===== src/rtl/multicycle_ctrl.sv =====
// Multi-cycle MIPS control FSM: sequences fetch, decode, execute, memory and
// write-back over a shared datapath and a single ready-handshaked memory port.
module multicycle_ctrl #(
   parameter int MEM_WAIT_EN = 1
) (
   input  logic       clk,
   input  logic       rst,
   input  logic [5:0] op,
   input  logic [5:0] funct,
   input  logic       zero,
   input  logic       mem_ready,
   output logic       pc_write,
   output logic       ir_write,
   output logic [1:0] ext_op,
   output logic       alu_src_a,
   output logic [1:0] alu_src_b,
   output logic [2:0] alu_op,
   output logic [1:0] pc_src,
   output logic       mem_read,
   output logic       mem_write,
   output logic       reg_write,
   output logic       reg_dst,
   output logic       mem_to_reg,
   output logic       instr_done,
   output logic       illegal
);

   typedef enum logic [2:0] {
      S_IF  = 3'd0,
      S_ID  = 3'd1,
      S_EXE = 3'd2,
      S_MEM = 3'd3,
      S_WB  = 3'd4
   } state_t;

   localparam logic [5:0] OP_R   = 6'h00;
   localparam logic [5:0] OP_ORI = 6'h0D;
   localparam logic [5:0] OP_LUI = 6'h0F;
   localparam logic [5:0] OP_LW  = 6'h23;
   localparam logic [5:0] OP_SW  = 6'h2B;
   localparam logic [5:0] OP_BEQ = 6'h04;
   localparam logic [5:0] OP_J   = 6'h02;

   localparam logic [2:0] ALU_ADD  = 3'b000;
   localparam logic [2:0] ALU_SUB  = 3'b001;
   localparam logic [2:0] ALU_AND  = 3'b010;
   localparam logic [2:0] ALU_OR   = 3'b011;
   localparam logic [2:0] ALU_SLT  = 3'b100;
   localparam logic [2:0] ALU_PASS = 3'b101;

   localparam logic [1:0] EXT_ZERO = 2'b00;
   localparam logic [1:0] EXT_SIGN = 2'b01;
   localparam logic [1:0] EXT_HIGH = 2'b10;

   // R-type funct field to ALU operation; valid flag is separate
   function automatic logic [2:0] funct_alu(input logic [5:0] f);
      logic [2:0] a;
      case (f)
         6'h21:   a = ALU_ADD;
         6'h23:   a = ALU_SUB;
         6'h24:   a = ALU_AND;
         6'h25:   a = ALU_OR;
         6'h2A:   a = ALU_SLT;
         default: a = ALU_ADD;
      endcase
      return a;
   endfunction

   // True when the opcode/funct pair is a supported instruction
   function automatic logic instr_legal(input logic [5:0] o, input logic [5:0] f);
      logic ok;
      case (o)
         OP_R: begin
            case (f)
               6'h21, 6'h23, 6'h24, 6'h25, 6'h2A: ok = 1'b1;
               default:                           ok = 1'b0;
            endcase
         end
         OP_ORI, OP_LUI, OP_LW, OP_SW, OP_BEQ, OP_J: ok = 1'b1;
         default:                                    ok = 1'b0;
      endcase
      return ok;
   endfunction

   state_t     r_state;
   state_t     w_next;
   logic       w_mem_ready;
   logic       w_pc_write;
   logic       w_ir_write;
   logic [1:0] w_ext_op;
   logic       w_alu_src_a;
   logic [1:0] w_alu_src_b;
   logic [2:0] w_alu_op;
   logic [1:0] w_pc_src;
   logic       w_mem_read;
   logic       w_mem_write;
   logic       w_reg_write;
   logic       w_reg_dst;
   logic       w_mem_to_reg;
   logic       w_instr_done;
   logic       w_illegal;

   // With waiting disabled the memory is modelled as zero-wait
   assign w_mem_ready = (MEM_WAIT_EN != 0) ? mem_ready : 1'b1;

   // State register; reset aborts any instruction and restarts fetch
   always_ff @(posedge clk or posedge rst) begin
      if (rst) begin
         r_state <= S_IF;
      end else begin
         r_state <= w_next;
      end
   end

   // Next-state and per-state control decode
   always_comb begin
      w_next       = S_IF;
      w_pc_write   = 1'b0;
      w_ir_write   = 1'b0;
      w_ext_op     = EXT_ZERO;
      w_alu_src_a  = 1'b0;
      w_alu_src_b  = 2'b00;
      w_alu_op     = ALU_ADD;
      w_pc_src     = 2'b00;
      w_mem_read   = 1'b0;
      w_mem_write  = 1'b0;
      w_reg_write  = 1'b0;
      w_reg_dst    = 1'b0;
      w_mem_to_reg = 1'b0;
      w_instr_done = 1'b0;
      w_illegal    = 1'b0;
      case (r_state)
         S_IF: begin
            w_mem_read  = 1'b1;
            w_alu_src_b = 2'b01;
            w_pc_write  = w_mem_ready;
            w_ir_write  = w_mem_ready;
            w_next      = w_mem_ready ? S_ID : S_IF;
         end
         S_ID: begin
            // ALU precomputes the branch target while decoding
            w_alu_src_b = 2'b11;
            w_ext_op    = EXT_SIGN;
            if (!instr_legal(op, funct)) begin
               w_illegal    = 1'b1;
               w_instr_done = 1'b1;
               w_next       = S_IF;
            end else if (op == OP_J) begin
               w_pc_write   = 1'b1;
               w_pc_src     = 2'b10;
               w_instr_done = 1'b1;
               w_next       = S_IF;
            end else begin
               w_next = S_EXE;
            end
         end
         S_EXE: begin
            case (op)
               OP_R: begin
                  w_alu_src_a = 1'b1;
                  w_alu_op    = funct_alu(funct);
                  w_next      = S_WB;
               end
               OP_ORI: begin
                  w_alu_src_a = 1'b1;
                  w_alu_src_b = 2'b10;
                  w_alu_op    = ALU_OR;
                  w_next      = S_WB;
               end
               OP_LUI: begin
                  w_alu_src_b = 2'b10;
                  w_ext_op    = EXT_HIGH;
                  w_alu_op    = ALU_PASS;
                  w_next      = S_WB;
               end
               OP_LW, OP_SW: begin
                  w_alu_src_a = 1'b1;
                  w_alu_src_b = 2'b10;
                  w_ext_op    = EXT_SIGN;
                  w_next      = S_MEM;
               end
               OP_BEQ: begin
                  w_alu_src_a  = 1'b1;
                  w_alu_op     = ALU_SUB;
                  w_pc_src     = 2'b01;
                  w_pc_write   = zero;
                  w_instr_done = 1'b1;
                  w_next       = S_IF;
               end
               default: begin
                  w_next = S_IF;
               end
            endcase
         end
         S_MEM: begin
            if (op == OP_LW) begin
               w_mem_read = 1'b1;
               w_next     = w_mem_ready ? S_WB : S_MEM;
            end else if (op == OP_SW) begin
               w_mem_write  = 1'b1;
               w_instr_done = w_mem_ready;
               w_next       = w_mem_ready ? S_IF : S_MEM;
            end else begin
               w_next = S_IF;
            end
         end
         S_WB: begin
            w_reg_write  = 1'b1;
            w_instr_done = 1'b1;
            w_reg_dst    = (op == OP_R);
            w_mem_to_reg = (op == OP_LW);
            w_next       = S_IF;
         end
         default: begin
            w_next = S_IF;
         end
      endcase
   end

   // Outputs are held at zero for the whole reset so nothing can be written
   always_comb begin
      if (rst) begin
         pc_write   = 1'b0;
         ir_write   = 1'b0;
         ext_op     = 2'b00;
         alu_src_a  = 1'b0;
         alu_src_b  = 2'b00;
         alu_op     = 3'b000;
         pc_src     = 2'b00;
         mem_read   = 1'b0;
         mem_write  = 1'b0;
         reg_write  = 1'b0;
         reg_dst    = 1'b0;
         mem_to_reg = 1'b0;
         instr_done = 1'b0;
         illegal    = 1'b0;
      end else begin
         pc_write   = w_pc_write;
         ir_write   = w_ir_write;
         ext_op     = w_ext_op;
         alu_src_a  = w_alu_src_a;
         alu_src_b  = w_alu_src_b;
         alu_op     = w_alu_op;
         pc_src     = w_pc_src;
         mem_read   = w_mem_read;
         mem_write  = w_mem_write;
         reg_write  = w_reg_write;
         reg_dst    = w_reg_dst;
         mem_to_reg = w_mem_to_reg;
         instr_done = w_instr_done;
         illegal    = w_illegal;
      end
   end

endmodule


===== config.mk =====
export PLATFORM = sky130hd
export DESIGN_NAME = multicycle_ctrl
export DESIGN_NICKNAME = d
export VERILOG_FILES = /design/src/rtl/multicycle_ctrl.sv
export SDC_FILE = /design/constraint.sdc
export NUM_CORES = 1
export LEC_CHECK = 0
export CAP_MARGIN = 5
export CORE_MARGIN = 5
export CORE_UTILIZATION = 34
export CTS_CLUSTER_SIZE = 30
export DETAILED_ROUTE_END_ITERATION = 10
export GPL_TIMING_DRIVEN = 0
export PLACE_DENSITY = 0.71
export SYNTH_ARGS = -nofsm -noshare
export SYNTH_HDL_FRONTEND = slang
export SYNTH_SLANG_ARGS = --single-unit

===== constraint.sdc =====
create_clock -name clk -period 1.72 [get_ports clk]
set_clock_uncertainty 0.15 [all_clocks]
set_input_delay 0.344 -clock clk [delete_from_list [all_inputs] [get_ports clk]]
set_output_delay 0.344 -clock clk [all_outputs]
set_load 0.02 [all_outputs]

**Word-level counts from Yosys, hierarchy flattened**

Index checks and enable logic that the tools add are counted.

- Eq/ne operators: 15
- Multiplexer cells: 59
- Reduce and logical (&&, ||, !) cells: 8

Operators with widths:

| kind | number |
|---|---|
| 6-bit equality test, second input constant | 7 |
| 3-bit one-hot mux with 4 select lines | 3 |
| 1-bit 2-to-1 mux | 33 |
| 2-bit 2-to-1 mux | 10 |
| 6-bit by 4-bit equality test with 1-bit output, second input constant | 2 |
| 3-bit 2-to-1 mux | 4 |
| 2-bit one-hot mux with 2 select lines | 3 |
| 5-bit OR reduction | 2 |
| 3-bit by 2-bit equality test with 1-bit output, second input constant | 2 |
| 6-bit by 2-bit equality test with 1-bit output, second input constant | 1 |
| 6-bit by 3-bit equality test with 1-bit output, second input constant | 1 |
| 6-bit zero test | 1 |
| 2-bit one-hot mux with 3 select lines | 1 |
| 3-bit one-hot mux with 2 select lines | 1 |
| 6-bit OR reduction | 1 |
| 1-bit one-hot mux with 2 select lines | 2 |
| 1-bit one-hot mux with 4 select lines | 1 |
| 4-bit OR reduction | 1 |
| 3-bit by 1-bit equality test with 1-bit output, second input constant | 1 |
| 3-bit equality test, second input constant | 1 |
| 3-bit zero test | 1 |
| 1-bit one-hot mux with 3 select lines | 1 |
| 3-bit OR reduction | 1 |
| 2-bit OR reduction | 1 |

- Flip-flop bits (word level): 3
- Bits of input ports: 16
- Output and inout port bits: 19
- Word-level logic and storage cells: 83

**Logic depth before layout (Yosys ltp)**

Gate-level depths: netlist (run 1).

- Depth after elaboration: 8
- Gate-level depth with buffers: 5
- Mapped depth without buffers: 5

**Least setup slack after synthesis (run 1)**

OpenSTA, ideal clock, no wires.

- Path type: input-to-output
- Start: in op[3]
- End: out reg_dst
- Arrival: 1.735 ns
- Data required time: 1.226 ns
- Slack: -0.509 ns
- Cell stages on the path: 4
- Path buffers: 1
- Cells stage by stage: or4_1 > buf_2 > or2_1 > nor3_1

- Longest elaborated chain between the ends: 3

Ends and longest elaborated chain:

| item | RTL line | source |
|---|---|---|
| from (decl) | 8 | `input logic [5:0] op,` |
| 6-bit zero test | 210 | `w_reg_dst = (op == OP_R);` |
| 1-bit 2-to-1 mux | 132 | `case (r_state)` |
| 1-bit 2-to-1 mux | 222 | `if (rst) begin` |
| to (decl) | 22 | `output logic reg_dst,` |

Every way passes these cells.

**Final worst setup path (run 1)**

- Start: in op[4]
- End: out pc_write

- Longest elaborated chain between the ends: 7
- Elaborated cells between the ends (all ways): 15
- Classes of those cells: 6 x eq/ne; 7 x mux; 2 x reduce/logical

Ends and longest elaborated chain:

| item | RTL line | source |
|---|---|---|
| 6-bit by 2-bit equality test with 1-bit output (tied with other cells) | 72, 148 |  |
| 6-bit OR reduction | 72 | `case (o)` |
| 1-bit one-hot mux with 2 select lines | 72 |  |
| 1-bit 2-to-1 mux | 132 |  |
| 1-bit 2-to-1 mux | 144 | `if (!instr_legal(op, funct)) begin` |
| 1-bit one-hot mux with 3 select lines (*) | 132 |  |
| 1-bit 2-to-1 mux (*) | 222 |  |
| to (decl) | 12 | `output logic pc_write,` |

Mark *: on every way between the ends. The rest lies on a longest branch, timed or not. The select of a mux whose other input is x is not followed.

==> key figures, run 1 <==
Final layout
  – Largest registers: r_state: 3 flops
  – Antenna diode count: 0
  – Most common cell after layout, fill and taps aside: buf_6
  – P&R area growth vs syn: 147%
  – Nets@finish: 174
  – Layout cells sized above 1: 66.9%
  – Max reg flops: 3
  – Most frequent cells in the layout: buf_6 (25), buf_4 (22), nor2_1 (7)
  – Layout fillers: 80
  – Most flops, register: r_state

STA
  – Setup TNS: -6.14 ns
  – Fin. Hold Viols: 0
  – Tightest Pin Transition: 0.600 ns
  – Fin worst setup slack: -0.565 ns
  – Rel. slew slack: 60.0%
  – F_max: 438 MHz
  – Minimum clock period: 2.28 ns
  – Final Setup Violations: 19
  – RSZ-0062 raised after global routing: yes
  – Slew Limit Fails: 0
  – Final Cycle Share: 133%

Setup path
  – Cell mode on critical path: buf_6
  – Worst-path fanout max: 6
  – Crit path from: op[4]
  – Crit-path cells: buf_6, or4_4, buf_6, nor2_4, nand3_1, o2bb2ai_2, buf_6
  – CP max-delay cell: or4_4
  – WP data arrival: 1.79 ns
  – Critical Path Sink Type: primary output
  – CP Data Required Time: 1.23 ns
  – Setup CP Type: input pin to primary output
  – Worst path max stage delay: 0.59 ns
  – Kind of start point of the critical path: input pin
  – Worst r2r src: r_state[1]$_DFF_PP0_

Power
  – Lkg Pwr: 0.651 nW
  – Total Power: 0.464 mW
  – Maximum vdd drop: 0.383 mV
  – Pwr Density: 303 nW/um^2

Detailed routing
  – DR vias/cell: 5.67
  – DRT Pass-1 Iters: 5
  – Avg WL per Cell: 17.6 um
  – Wirelength, routed: 3.21 mm
  – # DRC: 0
  – 1st-iter DRT viols: 31
  – Antenna-violating nets left: 0
  – Vias: 1032

Clock tree
  – Clock buffer depth: 2
  – CTS tree: yes
  – Hold_buf cts: 0
  – CTS buffer count: 3
  – Clock-pin slew on the worst setup and hold paths: 0.04 ns
  – Clock Root Buffer: clkbuf_4
  – Clk sinks: 3
  – Worst skew pair latency: 0.24 ns
  – H-Tree Depth: 1

Yosys
  – Syn_nets: 110
  – Post-synthesis sequential area ratio: 12.1%
  – Yosys reg bits: 3
  – Post-Synth Adder-Cell Area: 0%
  – Cells after Synth: 94
  – Synthesized area: 619 um^2
  – Simple-gate portion of the synthesized area: 51.3%
  – Avg Cell Area, Syn: 6.59 um^2
  – Synth Area in XOR/XNOR: 1.41%
  – Largest family of logic cells by synthesized area: simple AND/OR/NAND/NOR gates
  – Synth Warn #: 0
  – Distinct cells, synth: 39
  – Compound-Gate Fraction of Synth Area: 28.3%
  – Mux cell area share after synthesis: 0%

Outcome
  – Status: complete, but fails checks
  – Failing checks: setup timing

Placement
  – GP Congestion: 0.855
  – Dpl ws: -1.52 ns
  – PortBufs: 34
  – Post-DP HPWL: 1.82 mm

Floorplanning
  – Core area: 1730 um^2
  – Ports: 35
  – Initial core utilization: 35.9%
  – Die Height: 52.7 um
  – Width of the die: 52.7 um
  – # rows: 15
  – Die area: 2780 um^2

Min path
  – HP Class: input pin to async pin

GRT
  – Initial antenna violation count: 0
  – Total grt overflow: 0
  – Vias in the first global route: 943
  – First-pass GRT wire length: 4.49 mm
  – GR Util All Layers: 21.5%
  – Largest net degree at the start of global routing: 11

Flow run
  – Max-cap violations: 0
[through the flow]
step	util, %	cells	area [um^2]	hold slack, ns
5_1_grt	88.8	182	1530	0.137
3_5_place_dp	65.4	153	1130	0.570
3_3_place_gp	65.4	153	1130	0.561
2_1_floorplan	-	94	757	-0.0524
4_1_cts	80.7	172	1390	0.0607
6_report	88.8	182	1530	0.110
[path summary, 6_finish.rpt]
check / endpoint / slack (ns) / depth (start not counted)
max reg2reg: r_state[1]$_DFF_PP0_ / 0.28 / 6
max: pc_write / -0.56 / 7
max in group asynchronous: r_state[0]$_DFF_PP0_ / 1.15 / 2
min: r_state[2]$_DFF_PP0_ / 0.11 / 2
min in group clk: r_state[2]$_DFF_PP0_ / 0.41 / 4
min reg2reg: r_state[1]$_DFF_PP0_ / 0.54 / 2
[area by class of cell]
cell class | count | area (um^2) | share of cell area, %
plain buffers | 5 | 52.6 | 3.43
flip-flops and latches | 3 | 78.8 | 5.14
repair buffers | 61 | 572 | 37.3
inverters | 4 | 15.0 | 0.980
clock buffers | 4 | 26.3 | 1.71
well taps | 25 | 31.3 | 2.04
multi-input cells | 80 | 757 | 49.4
[synth_stat cells, drive strengths merged]
cell type,n,area [um^2]
a211oi,1,12.5
o21a,2,15.0
dfrtp,3,75.1
nor2b,3,18.8
o32ai,1,8.76
a21boi,1,7.51
and3,4,25.0
nand4b,2,17.5
nor3,6,30.0
nand2b,3,18.8
buf,1,5.00
nand4,4,25.0
o311a,1,10.0
nor4b,2,17.5
o311ai,1,8.76
inv,4,15.0
o41ai,1,16.3
clkbuf,6,22.5
nor4bb,1,10.0
nand3b,1,7.51
a32oi,1,8.76
o211ai,1,7.51
o21ai,4,20.0
a31oi,1,6.26
xor2,1,8.76
or2,1,6.26
a21o,1,7.51
o2bb2ai,1,8.76
or4,1,7.51
and4,1,8.76
a21oi,6,30.0
o31ai,1,7.51
nor2,13,53.8
or3,2,12.5
nand2,5,18.8
nand3,2,10.0
nor3b,4,30.0
[logic make-up (layout without fill, tap and decap cells)]
kind of cell,Yosys count,after routing
AND/OR/NAND/NOR,55,55
AO/OA/AOI/OAI,24,24
buffers and inverters,11,74
flip-flops,3,3
XOR/XNOR,1,1
[report_power, final]
part	internal, mW	switching (mW)	total [mW]
clock	0.0871	0.0396	0.127
sequential	0.0743	0.00533	0.0796
combinational	0.127	0.130	0.258
total	0.289	0.175	0.464
[layer usage]
metal | GRT usage, % | wire length (um) | up-vias
met4 | 5.11 | 44 | 0
met5 | 0 | 0 | -
met2 | 38.8 | 1590 | 54
li1 | - | - | 483
met1 | 26.9 | 1410 | 490
met3 | 1.99 | 164 | 5
[worst max-delay path: cells and delay by family]
| family | cells | cell delay [ns] |
|---|---|---|
| simple gates | 3 | 0.89 |
| compound gates | 1 | 0.17 |
| buf+inv | 3 | 0.38 |
[timing repair]
action | CTS | global route
setup buffers | 17 | 10
pin swaps | 16 | 15
gates resized for setup | 183 | 17
endpoints found under the setup margin | 21 | 20
Power figures use the tool's default switching activity.
==> run 2: changes to the inputs <==
Settings changed: CTS_CLUSTER_DIAMETER from default to 50.
==> results of run 2 <==
Final layout, timing and power as in run 1 (identical DEF).
==> run 3: changes to the inputs <==
Settings changed: CORE_MARGIN 5 to 2.
==> run 3 against run 2 <==
Effect of this change:
- the run still ends with setup timing left
- worst hold slack got worse by 0.036 ns
- register-to-register slack worse by 0.12 ns
- sequential power up 2.5%
- critical endpoint is now alu_op[1]
- largest power group unchanged
==> key figures, run 3 (synthesis results as in run 1) <==
Outcome
  – Status: complete, but fails checks (unchanged)
  – Failing checks: setup timing (unchanged)

Setup path
  – FF-to-FF setup slack: 0.16 ns (was 0.28 ns)
  – Kind of start point of the critical path: input pin (unchanged)
  – CP Data Required Time: 1.23 ns (about the same)
  – Setup CP Type: input pin to primary output (unchanged)
  – Worst-path fanout max: 5 (was 6)
  – CP endpoint: alu_op[1] (was pc_write)
  – Critical Path Sink Type: primary output (unchanged)
  – Reg2Reg Depth: 6 (unchanged)
  – WP data arrival: 1.73 ns (was 1.79 ns)
  – Crit path from: op[4] (unchanged)
  – Worst r2r src: r_state[1]$_DFF_PP0_ (unchanged)
  – Worst r2r dst: r_state[1]$_DFF_PP0_ (unchanged)

Detailed routing
  – Avg WL per Cell: 18.4 um (was 17.6 um)
  – Wirelength, routed: 3.36 mm (was 3.21 mm)
  – Antenna-violating nets left: 0 (unchanged)
  – DRT Pass-1 Iters: 4 (was 5)
  – 1st-iter DRT viols: 38 (was 31)
  – # DRC: 0 (unchanged)
  – DR vias/cell: 5.81 (was 5.67)
  – Vias: 1064 (was 1032)

Final layout
  – Most flops, register: r_state (unchanged)
  – Layout fillers: 81 (was 80)
  – Most frequent cells in the layout: buf_4 (25), buf_6 (23), nor2_1 (7) (was buf_6 (25), buf_4 (22), nor2_1 (7))
  – Layout cells sized above 1: 70.3% (was 66.9%)
  – P&R area growth vs syn: 150% (was 147%)
  – Antenna diode count: 0 (unchanged)
  – Max reg flops: 3 (unchanged)
  – Final non-filler cell total: 183 (was 182)
  – Final core utilization: 89.7% (was 88.8%)
  – Largest registers: r_state: 3 flops (unchanged)
  – Most common cell after layout, fill and taps aside: buf_4 (was buf_6)
  – Nets@finish: 175 (was 174)

STA
  – Fin. Hold Viols: 0 (unchanged)
  – RSZ-0062 raised after global routing: yes (unchanged)
  – Fin worst setup slack: -0.507 ns (was -0.565 ns)
  – Final Cycle Share: 129% (was 133%)
  – F_max: 449 MHz (was 438 MHz)
  – Rel. slew slack: 74.0% (was 60.0%)
  – Setup TNS: -6.38 ns (was -6.14 ns)
  – Minimum clock period: 2.23 ns (was 2.28 ns)
  – Final Setup Violations: 19 (unchanged)
  – Slew Limit Fails: 0 (unchanged)
  – Tightest Pin Transition: 0.388 ns (was 0.600 ns)

Placement
  – Dpl ws: -1.51 ns (was -1.52 ns)
  – Post-DP HPWL: 1.70 mm (was 1.82 mm)
  – PortBufs: 34 (unchanged)
  – GP Congestion: 0.837 (was 0.855)
  – Placed cells: 153 (unchanged)

GRT
  – Total grt overflow: 0 (unchanged)
  – GR Util All Layers: 27.8% (was 21.5%)
  – Largest net degree at the start of global routing: 11 (unchanged)
  – First-pass GRT wire length: 4.16 mm (was 4.49 mm)
  – Initial antenna violation count: 0 (unchanged)
  – Vias in the first global route: 950 (was 943)

Clock tree
  – Clock Root Buffer: clkbuf_4 (unchanged)
  – Worst skew pair latency: 0.25 ns (was 0.24 ns)
  – Clock buffer depth: 2 (unchanged)
  – H-Tree Depth: 1 (unchanged)
  – Clk sinks: 3 (unchanged)
  – Clock-pin slew on the worst setup and hold paths: 0.04 ns (about the same)
  – CTS tree: yes (unchanged)
  – CTS buffer count: 3 (unchanged)

Flow run
  – Max-cap violations: 0 (unchanged)

Floorplanning
  – Ports: 35 (unchanged)
  – Die area: 2180 um^2 (was 2780 um^2)
  – Die Height: 46.7 um (was 52.7 um)
  – Width of the die: 46.7 um (was 52.7 um)
  – # rows: 15 (unchanged)
  – Initial core utilization: 35.9% (unchanged)
  – Core area: 1730 um^2 (unchanged)

Power
  – Total Power: 0.469 mW (was 0.464 mW)
  – Net Sw Frac: 39.3% (was 37.8%)
  – P_sw: 0.184 mW (was 0.175 mW)
  – Maximum vdd drop: 0.430 mV (was 0.383 mV)
  – Pwr Density: 303 nW/um^2 (about the same)
  – Comb power frac: 54.1% (was 55.5%)
  – Cell internal pwr: 0.285 mW (was 0.289 mW)
  – Reg power frac: 17.4% (was 17.2%)
  – Clk pwr share: 28.5% (was 27.3%)
  – Lkg Pwr: 0.674 nW (was 0.651 nW)

Min path
  – HP Class: input pin to async pin (unchanged)
[run 3: cell types whose count changed in the layout (fill, tap and decap cells not counted), sizes merged]
cell	delta
buf	+1
clkbuf	+1
clkdlybuf4s15	+2
clkdlybuf4s50	-1
dlygate4sd2	-2
[run 3: what timing repair did]
item                                    4_1_cts  5_1_grt
hold buffers                                  0        0
endpoints found under the setup margin       21       19
buffers inserted                             16       12
hold endpoints to repair                      0        0
gates resized for setup                     185       24
pin swaps                                    20       17
cloned                                        0        0
[run 3: through the flow]
| step | cell area (um^2) | hold slack, ns |
|---|---|---|
| final | 1550 | 0.0744 |
| after global routing | 1550 | 0.0897 |
| after CTS | 1380 | 0.0569 |
| after detailed placement | 1130 | 0.571 |
| after global placement | 1130 | 0.560 |
| after floorplan | 757 | -0.0524 |
[run 3: power groups by stage]
| stage | Combinational [mW] | Clock (mW) | Sequential [mW] |
|---|---|---|---|
| floorplan | 0.0967 | 0 | 0.0784 |
| global placement | 0.183 | 0 | 0.0793 |
| detailed placement | 0.186 | 0 | 0.0797 |
| CTS | 0.216 | 0.124 | 0.0799 |
| global route | 0.268 | 0.139 | 0.0822 |
| finish | 0.254 | 0.134 | 0.0816 |
[run 3: cell type report]
class                           count  area [um^2]  share of cell area [%]
Multi-Input combinational cell     80          764                    49.4
Buffer                              5         53.8                    3.47
Inverter                            4         15.0                   0.969
Sequential cell                     3         78.8                    5.09
Clock buffer                        4         26.3                    1.70
Tap cell                           25         31.3                    2.02
Timing Repair Buffer               62          579                    37.4
[run 3: how the worst min path moves through the flow]
stage | slack [ns] | end | cells after the start | from
after floorplan | -0.05 | r_state[0]$_DFF_PP0_ | 1 | rst
after global routing | 0.09 | r_state[2]$_DFF_PP0_ | 2 | rst
after global placement | 0.56 | r_state[1]$_DFF_PP0_ | 2 | r_state[0]$_DFF_PP0_
after CTS | 0.06 | r_state[2]$_DFF_PP0_ | 2 | rst
final | 0.07 | r_state[2]$_DFF_PP0_ | 2 | rst
after detailed placement | 0.57 | r_state[1]$_DFF_PP0_ | 2 | r_state[2]$_DFF_PP0_
[run 3: critical path, cell delays in order]
cell	delay, ns
buf_8	0.10
or4_4	0.59
nor2_4	0.14
nand4b_1	0.15
a211oi_4	0.26
buf_6	0.15
[run 3: metal layers]
metal  part of all wire (%)  up-vias  GRT usage (%)
met5                      0        -              0
met4                    4.1        0           13.3
met3                    5.1       15           3.92
met2                     50       59           44.7
met1                     40      503           36.1
li1                       -      487              -
